## src/rtl/msg512_unpack_if.sv

```systemverilog
// Byte stream carrying the recovered message from msg512_unpack to its consumer.
// The master presents valid/address/data/last; the slave answers with out_ready.
interface msg512_unpack_if #(
    parameter int MSG_LENGTH = 55
) ();
    localparam int ADDR_WIDTH = $clog2(MSG_LENGTH);

    logic                  msg_valid;
    logic                  out_ready;
    logic [ADDR_WIDTH-1:0] msg_address;
    logic [7:0]            msg_data;
    logic                  msg_last;

    modport master (
        output msg_valid,
        output msg_address,
        output msg_data,
        output msg_last,
        input  out_ready
    );

    modport slave (
        input  msg_valid,
        input  msg_address,
        input  msg_data,
        input  msg_last,
        output out_ready
    );
endinterface

```

## src/rtl/msg512_unpack.sv

```systemverilog
// Validates SHA-256 padding of one 512-bit block and streams the original message
// back out one byte per valid/ready transfer, byte k taken from bits [511-8k -: 8].
module msg512_unpack #(
    parameter int MSG_LENGTH     = 55,
    parameter int MSG_BIT_LENGTH = MSG_LENGTH * 8
) (
    input  logic                             clock,
    input  logic                             reset,
    input  logic                             start,
    input  logic [511:0]                     message_vector,
    output logic                             busy,
    output logic [$clog2(MSG_LENGTH+1)-1:0]  msg_byte_length,
    output logic                             done,
    output logic                             pad_error,
    msg512_unpack_if.master                  stream
);
    localparam int AW = $clog2(MSG_LENGTH);
    localparam int LW = $clog2(MSG_LENGTH + 1);

    typedef enum logic [1:0] {
        IDLE,
        CHECK,
        STREAM,
        DONE
    } state_t;

    state_t          state_reg;
    logic [511:0]    block_reg;
    logic [AW-1:0]   addr_reg;
    logic [LW-1:0]   len_reg;
    logic [7:0]      data_reg;
    logic            valid_reg;
    logic            last_reg;
    logic            done_reg;
    logic            pad_error_reg;

    // Padding decode of the stored block, consumed only in CHECK.
    logic [63:0]     len_field;
    logic [LW-1:0]   l_val;
    logic [9:0]      marker_pos;
    logic            len_aligned;
    logic            len_in_range;
    logic [MSG_LENGTH:0] marker_hit;
    logic [446:0]    fill_bad;
    logic            pad_ok;

    assign len_field    = block_reg[63:0];
    assign l_val        = len_field[LW+2:3];
    assign marker_pos   = 10'd511 - {1'b0, l_val, 3'b000};
    assign len_aligned  = (len_field[2:0] == 3'b000);
    assign len_in_range = (len_field <= 64'(MSG_BIT_LENGTH));

    // The '1' marker sits at the MSB of byte L; only that one candidate is honoured.
    generate
        for (genvar gi = 0; gi <= MSG_LENGTH; gi++) begin : g_marker
            assign marker_hit[gi] = (l_val == LW'(gi)) && block_reg[511 - 8*gi];
        end
    endgenerate

    // Everything between the length field and the marker must be zero fill.
    generate
        for (genvar gi = 64; gi <= 510; gi++) begin : g_fill
            assign fill_bad[gi-64] = block_reg[gi] && (10'(gi) < marker_pos);
        end
    endgenerate

    assign pad_ok = len_aligned && len_in_range && (|marker_hit) && !(|fill_bad);

    logic [7:0] block_bytes [64];

    generate
        for (genvar gi = 0; gi < 64; gi++) begin : g_bytes
            assign block_bytes[gi] = block_reg[511 - 8*gi -: 8];
        end
    endgenerate

    logic [AW-1:0] addr_inc;
    assign addr_inc = addr_reg + AW'(1);

    always_ff @(posedge clock) begin
        if (reset) begin
            state_reg     <= IDLE;
            block_reg     <= '0;
            addr_reg      <= '0;
            len_reg       <= '0;
            data_reg      <= '0;
            valid_reg     <= 1'b0;
            last_reg      <= 1'b0;
            done_reg      <= 1'b0;
            pad_error_reg <= 1'b0;
        end else begin
            case (state_reg)
                IDLE: begin
                    done_reg <= 1'b0;
                    if (start) begin
                        block_reg     <= message_vector;
                        pad_error_reg <= 1'b0;
                        len_reg       <= '0;
                        state_reg     <= CHECK;
                    end
                end
                CHECK: begin
                    if (!pad_ok) begin
                        pad_error_reg <= 1'b1;
                        done_reg      <= 1'b1;
                        state_reg     <= DONE;
                    end else if (l_val == '0) begin
                        done_reg  <= 1'b1;
                        state_reg <= DONE;
                    end else begin
                        len_reg   <= l_val;
                        addr_reg  <= '0;
                        data_reg  <= block_bytes[0];
                        last_reg  <= (l_val == LW'(1));
                        valid_reg <= 1'b1;
                        state_reg <= STREAM;
                    end
                end
                STREAM: begin
                    // Output registers only move on a transfer, so a stalled byte holds.
                    if (stream.out_ready) begin
                        if (last_reg) begin
                            valid_reg <= 1'b0;
                            last_reg  <= 1'b0;
                            done_reg  <= 1'b1;
                            state_reg <= DONE;
                        end else begin
                            addr_reg <= addr_inc;
                            data_reg <= block_bytes[addr_inc];
                            last_reg <= (LW'(addr_inc) == len_reg - LW'(1));
                        end
                    end
                end
                DONE: begin
                    done_reg  <= 1'b0;
                    state_reg <= IDLE;
                end
                default: begin
                    state_reg <= IDLE;
                end
            endcase
        end
    end

    assign busy               = (state_reg != IDLE);
    assign msg_byte_length    = len_reg;
    assign done               = done_reg;
    assign pad_error          = pad_error_reg;
    assign stream.msg_valid   = valid_reg;
    assign stream.msg_address = addr_reg;
    assign stream.msg_data    = data_reg;
    assign stream.msg_last    = last_reg;
endmodule

```

## src/flat_wrapper.sv

```systemverilog
// flat-port wrapper written by rule: the top's interface ports become plain ports
module msg512_unpack_flat 
#(
    parameter int MSG_LENGTH     = 55,
    parameter int MSG_BIT_LENGTH = MSG_LENGTH * 8
)
  (clock, reset, start, message_vector, busy, msg_byte_length, done, pad_error, stream_msg_valid, stream_msg_address, stream_msg_data, stream_msg_last, stream_out_ready);
  msg512_unpack_if #(.MSG_LENGTH(MSG_LENGTH)) stream_i ();
  input  logic clock;
  input  logic reset;
  input  logic start;
  input  logic [511:0] message_vector;
  output logic busy;
  output logic [$clog2(MSG_LENGTH+1)-1:0] msg_byte_length;
  output logic done;
  output logic pad_error;
  output wire logic [$bits(stream_i.msg_valid)-1:0] stream_msg_valid;
  output wire logic [$bits(stream_i.msg_address)-1:0] stream_msg_address;
  output wire logic [$bits(stream_i.msg_data)-1:0] stream_msg_data;
  output wire logic [$bits(stream_i.msg_last)-1:0] stream_msg_last;
  input wire logic [$bits(stream_i.out_ready)-1:0] stream_out_ready;
  assign stream_msg_valid = stream_i.msg_valid;
  assign stream_msg_address = stream_i.msg_address;
  assign stream_msg_data = stream_i.msg_data;
  assign stream_msg_last = stream_i.msg_last;
  assign stream_i.out_ready = stream_out_ready;
  msg512_unpack #(.MSG_LENGTH(MSG_LENGTH), .MSG_BIT_LENGTH(MSG_BIT_LENGTH)) u_core (.clock(clock), .reset(reset), .start(start), .message_vector(message_vector), .busy(busy), .msg_byte_length(msg_byte_length), .done(done), .pad_error(pad_error), .stream(stream_i));
endmodule
```

## config.mk

```make
export PLATFORM = sky130hd
export DESIGN_NAME = msg512_unpack_flat
export DESIGN_NICKNAME = d
export VERILOG_FILES = /design/src/rtl/msg512_unpack_if.sv /design/src/rtl/msg512_unpack.sv /design/src/flat_wrapper.sv
export SDC_FILE = /design/constraint.sdc
export NUM_CORES = 1
export LEC_CHECK = 0
export CORE_MARGIN = 2
export CORE_UTILIZATION = 40
export CTS_CLUSTER_SIZE = 28
export DETAILED_ROUTE_END_ITERATION = 12
export PLACE_DENSITY = 0.62
export SYNTH_ARGS = -nofsm -noshare
export SYNTH_HDL_FRONTEND = slang
export SYNTH_SLANG_ARGS = --single-unit
export TNS_END_PERCENT = 30
```

## constraint.sdc

```tcl
create_clock -name clock -period 3 [get_ports clock]
set_clock_uncertainty 0.05 [all_clocks]
set_input_delay 0.45 -clock clock [delete_from_list [all_inputs] [get_ports clock]]
set_output_delay 0.45 -clock clock [all_outputs]
set_load 0.02 [all_outputs]
```

==> Yosys cells after proc, flatten, opt, wreduce, memory -nomap -nowiden <==
Index checks and enable logic that the tools add are counted.
W data, S select, Z words.
{ "op_classes": {"n_addsub": 3, "multipliers": 0, "div": 0, "magnitude_cmp": 449, "n_eq_ne": 67, "n_shift": 0, "n_mux": 41, "bitwise_logic": 1, "n_reduce_logical": 524} }
{ "op_table": {"columns": ["operator", "count"], "rows": [
  ["$lt A9 B10 Y1 const A", 255],
  ["$lt A8 B10 Y1 const A", 128],
  ["$lt A7 B10 Y1 const A", 64],
  ["$logic_and A1 B1 Y1", 506],
  ["$reduce_or A447 Y1", 1],
  ["$eq A6 B6 Y1 const B", 24],
  ["$eq A6 B5 Y1 const B", 16],
  ["$le A64 B9 Y1 const B", 1],
  ["$reduce_or A56 Y1", 1],
  ["$bmux W8 S6", 1],
  ["$eq A6 B4 Y1 const B", 8],
  ["$mux W8", 6],
  ["$mux W6", 7],
  ["$eq A6 B3 Y1 const B", 4],
  ["$pmux W6 S2", 2],
  ["$pmux W8 S2", 1],
  ["$mux W1", 15],
  ["$eq A6 B2 Y1 const B", 2],
  ["$ne A2 B2 Y1 const B", 5],
  ["$reduce_and A5 Y1", 2],
  ["$sub A9 B9 Y10 const A", 1],
  ["$reduce_and A3 Y1", 3],
  ["$mux W2", 4],
  ["$pmux W2 S4", 1],
  ["other kinds (20)", 27]
]} }
{ "word_totals": {"reg_bits": 538, "latchBits": 0, "ramBits": 0, "rom_bits": 0, "inputBits": 516, "output_inout_bits": 25, "memories": 0} }

==> Longest topological paths before layout <==
{ "logic_depth": {"word_depth": 8, "depth_mapped": 12, "depth_no_buf": 9} }

==> Worst setup path before layout <==
Ideal clock, no wire load.
{ "synth_timing": {"path_kind": "register -> register", "start": "reg u_core.addr_reg[1], in the netlist u_core.stream.msg_address[1]", "end": "reg u_core.data_reg[6], in the netlist u_core.stream.msg_data[6]", "arrival_time_ns": 2.673, "slack_ns": 0.143, "path_stages_with_launch": 10, "path_buffers": 2, "synth_period_minus_slack_ns": 2.857, "cell_sequence": "dfxtp_1 ha_1 clkbuf_1 clkbuf_1 mux4_2 mux4_2 mux2i_1 nor2_1 a221oi_1 a211oi_1"} }
{ "synth_via": {"elab_chain_cells": 8} }
{ "synth_rtl": {"columns": ["element", "line_no", "text"], "rows": [
  ["start: declaration", "msg512_unpack.sv:29", "logic [AW-1:0] addr_reg;"],
  ["start signal: assignment", "msg512_unpack.sv:128", "addr_reg <= addr_inc;"],
  ["$add A6 B1 Y6", "msg512_unpack.sv:78", "assign addr_inc = addr_reg + AW'(1);"],
  ["$not A6 Y7 (implied by the code)", "msg512_unpack.sv:129", "data_reg <= block_bytes[addr_inc];"],
  ["$bmux W8 S6", "msg512_unpack.sv:129", null],
  ["$mux W8 (implied by the code) (2 in series)", "msg512_unpack.sv:129", null],
  ["$mux W8", "msg512_unpack.sv:122", "if (last_reg) begin"],
  ["$mux W8", "msg512_unpack.sv:121", "if (stream.out_ready) begin"],
  ["$pmux W8 S2", "msg512_unpack.sv:92", "case (state_reg)"],
  ["end signal: assignment", "msg512_unpack.sv:113", "data_reg <= block_bytes[0];"],
  ["end signal: assignment", "msg512_unpack.sv:129", null],
  ["end: declaration", "msg512_unpack.sv:31", "logic [7:0] data_reg;"]
]} }
Every way passes these cells. The select of a mux whose other input is x is not followed.
A chain may end at the register's enable or synchronous reset.

==> Worst setup path in the final report <==
{ "layout_timing": {"start": "reg u_core.addr_reg[0], in the netlist u_core.stream.msg_address[0]", "end": "reg u_core.data_reg[3], in the netlist u_core.stream.msg_data[3]"} }
The elaborated chain is that of the path after synthesis.

==> results.yml <==
timing:
  worst_slew_pin_slew_ns: 0.745
  final-max-slew-violation-count: 0
  final-hold-violation-count: 0
  finalSetupTns_ns: 0
  finalCritPeriodShare_pct: 97.5
  max-slew-margin-rel_pct: 49.9
  clock_period_minus_worst_slack_ns: 2.93
  finalSetupViolCount: 0
  max_freq_mhz: 342
  setup_repair_after_global_routing_missed_its_margin: "true"
critical_path:
  critPathLaunchType: "register"
  critical_path_arrival_ns: 3.42
  max_stage_delay_ns: 0.46
  timing.critical_path.buf_inv: 3
  worst_ep_required_time_ns: 3.50
  critical_path.endpoint_type: "register"
  timing.critical_path.max_delay_family: "compound AO/OA/AOI/OAI gates"
  critPathSlowestCell: "sky130_fd_sc_hd__a311oi_1"
  worstPathCellList: "ha_4, buf_12, buf_4, mux4_2, nand2_1, a311oi_1, nor4_4, buf_4, a2111oi_0, nand2_1, o21ai_0"
  timing_worst_setup_path_type: "register to register"
  biggest_fanout_along_the_worst_timing_path: 25
global_routing:
  global_route.usage.total_pct: 32.3
  vias_in_the_first_global_route: 25500
  global_route_met3_usage_pct: 5.31
  initial_antenna_violation_count: 4
  wire_length_of_the_first_global_routing_pass_um: 158000
  maximum_number_of_pins_on_one_net_before_global_route_repair: 130
  grt_util_met2_pct: 52.8
  globalRouteOverflowTotal: 0
  grt-busiest-layer: "met2"
  gr-usage-met1_pct: 43.5
clocking:
  cts.clk_slew.worst_paths_ns: 0.06
  cts-buffers-inserted: 57
  clock-sinks: 538
  clock-root-buffer: "sky130_fd_sc_hd__clkbuf_16"
  cts_htree_levels: 2
  hold_buffer_count_at_cts: 0
  cts_buffer_depth: 3
  worst_skew_pair_latency_ns: 0.62
  cts_tree: "built"
drt:
  drt_wl_total_um: 108000
  routed_len_inst_um: 23.6
  drt_iter0_markers: 2739
  detail_route.first_pass.iterations: 7
  drc_errors: 0
  vias: 26100
  drt.antenna.violating_nets: 0
  vias_per_cell: 5.68
yosys:
  muxShareOfSynthArea_pct: 13.9
  synthArstFlopShare_pct: 0
  dominant_combinational_cell_family_by_area_after_synthesis: "simple AND/OR/NAND/NOR gates"
  yosys_warnings: 0
  synth_cells: 3068
  synthesis.nets: 3589
  synth_compound_gate_area_share_pct: 15.8
  synth-simple-area-share_pct: 22.7
  yosys.area_share.adder_pct: 0.248
  syn_area_mm2: 0.0252
  synthFlopType: "sky130_fd_sc_hd__dfxtp_1"
  synthDistinctLibCells: 74
  synth-edff-count: 0
  avgSynthCellArea_um2: 8.22
  synth-seq-area-share_pct: 42.7
  synth-xor-area-share_pct: 0.521
  yosys_register_bits: 538
layout:
  most_common_library_cell_in_the_layout_ignoring_fill_and_taps: "sky130_fd_sc_hd__nand2_1"
  mostFrequentLayoutCells: "1125 x sky130_fd_sc_hd__nand2_1, 554 x sky130_fd_sc_hd__a21oi_1, 539 x sky130_fd_sc_hd__clkdlybuf4s50_1, 529 x sky130_fd_sc_hd__dfxtp_1, 243 x sky130_fd_sc_hd__buf_4"
  num-nets-final: 4219
  drive_gt1_share_pct: 15.9
  finish.cell_count_without_fillers: 4590
  final_area_mm2: 0.0355
  post-route-util_pct: 56.5
  largest_register_ffs: 512
  signed_area_change_from_the_synthesized_netlist_to_the_final_layout_pct: 40.7
placed_design:
  placement.cell_area_mm2: 0.0332
  place_inst: 4479
  post-dp-hpwl_um: 84500
  finalWeightedCongestion: 0.974
  io_buffer_count: 540
floorplan:
  floorplan.die.height_um: 255
  placeable_core_area_mm2: 0.0627
  core.rowCount: 92
  chipWidth_um: 255
  ios: 541
  initial_core_util_pct: 40.2
  floorplan.die_area_mm2: 0.0650
power_and_ir_drop:
  power.ir.vdd_worst_v: 0.000469
  share_comb_of_total_power_pct: 35.6
  finalPower_uw: 26100
  p_leak_uw: 0.0129
  power_density_of_the_placed_cells_mw_per_mm2: 736
  portion_of_total_power_attributed_to_sequential_cells_pct: 36.8
  p_switching_uw: 9520
  power.share.switching_pct: 36.4
  clock_power_share_pct: 27.6
  power.internal_uw: 16600
outcome:
  outcome: "completed"
min_path:
  kind_of_path_behind_the_tightest_hold_check: "input pin to register"
flow_run:
  maxCapViolations: 0
-- layer usage --
metal  vias up  wire (um)
met1     12600      44900
met5         -          0
met3       214       8480
li1      12000          -
met4         0       3840
met2      1198      50900
-- power groups by stage --
stage	combinational (uW)	clock, uW	sequential (uW)
global route	9950	7550	9700
floorplan	4730	0	9150
finish	9290	7220	9610
global placement	8880	0	9610
CTS	9010	7270	9510
detailed placement	8920	0	9640
-- final cells by class --
type | count | area [um^2]
Timing Repair Buffer | 817 | 7890
Multi-Input combinational cell | 2268 | 13800
Sequential cell | 538 | 10800
Fill cell | 5643 | 27300
Tap cell | 846 | 1060
Clock inverter | 22 | 255
Clock buffer | 81 | 1630
Antenna cell | 2 | 5.00
Inverter | 16 | 60.1
-- logic make-up (layout without fill, tap and decap cells) --
logic type,count (synthesis),in the layout
AOI/OAI and AO/OA,706,706
xor gates and xnor gates,15,15
adders and majority gates,5,5
buffers and inverters,262,936
DFF,538,538
muxes,168,168
other,0,2
and+or+nand+nor,1374,1374
-- stage by stage --
stage                     setup WS (ns)  hold WS, ns
after floorplan                   0.143        0.391
after global placement           -0.145        0.406
after detailed placement         -0.177        0.411
after CTS                       0.00285        0.250
after global routing            -0.0259        0.274
final                            0.0736        0.233
-- cell usage after synthesis (15+ instances only) --
cell | number | area (um^2)
sky130_fd_sc_hd__mux2i_1 | 18 | 180
sky130_fd_sc_hd__nor2_1 | 30 | 113
sky130_fd_sc_hd__a22oi_1 | 19 | 143
sky130_fd_sc_hd__nor3_1 | 17 | 85.1
sky130_fd_sc_hd__nand2_1 | 1126 | 4230
sky130_fd_sc_hd__nor4_1 | 127 | 795
sky130_fd_sc_hd__buf_1 | 21 | 78.8
sky130_fd_sc_hd__clkbuf_1 | 194 | 728
sky130_fd_sc_hd__o21ai_0 | 24 | 120
sky130_fd_sc_hd__buf_2 | 24 | 120
sky130_fd_sc_hd__a21oi_1 | 554 | 2770
sky130_fd_sc_hd__inv_1 | 15 | 56.3
sky130_fd_sc_hd__dfxtp_1 | 538 | 10800
sky130_fd_sc_hd__mux4_2 | 146 | 3290
-- final timing paths --
path | start | end | slack (ns) | cells past startpoint
min | reset | u_core.block_bytes[90] | 0.23 | 2
max reg2reg | u_core.stream.msg_address[0] | u_core.stream.msg_data[3] | 0.07 | 11
max | u_core.stream.msg_address[0] | u_core.stream.msg_data[3] | 0.07 | 11
min reg2reg | u_core.block_bytes[169] | u_core.block_bytes[169] | 0.42 | 2
-- timing repair --
action                                 4_1_cts  5_1_grt
pin swaps                                    6       12
endpoints found under the hold margin        0        0
setup endpoints to repair                   23       25
buffers inserted                             1        5
gates resized for setup                     15       55
Note: power is estimated with default switching activity, not from simulation.
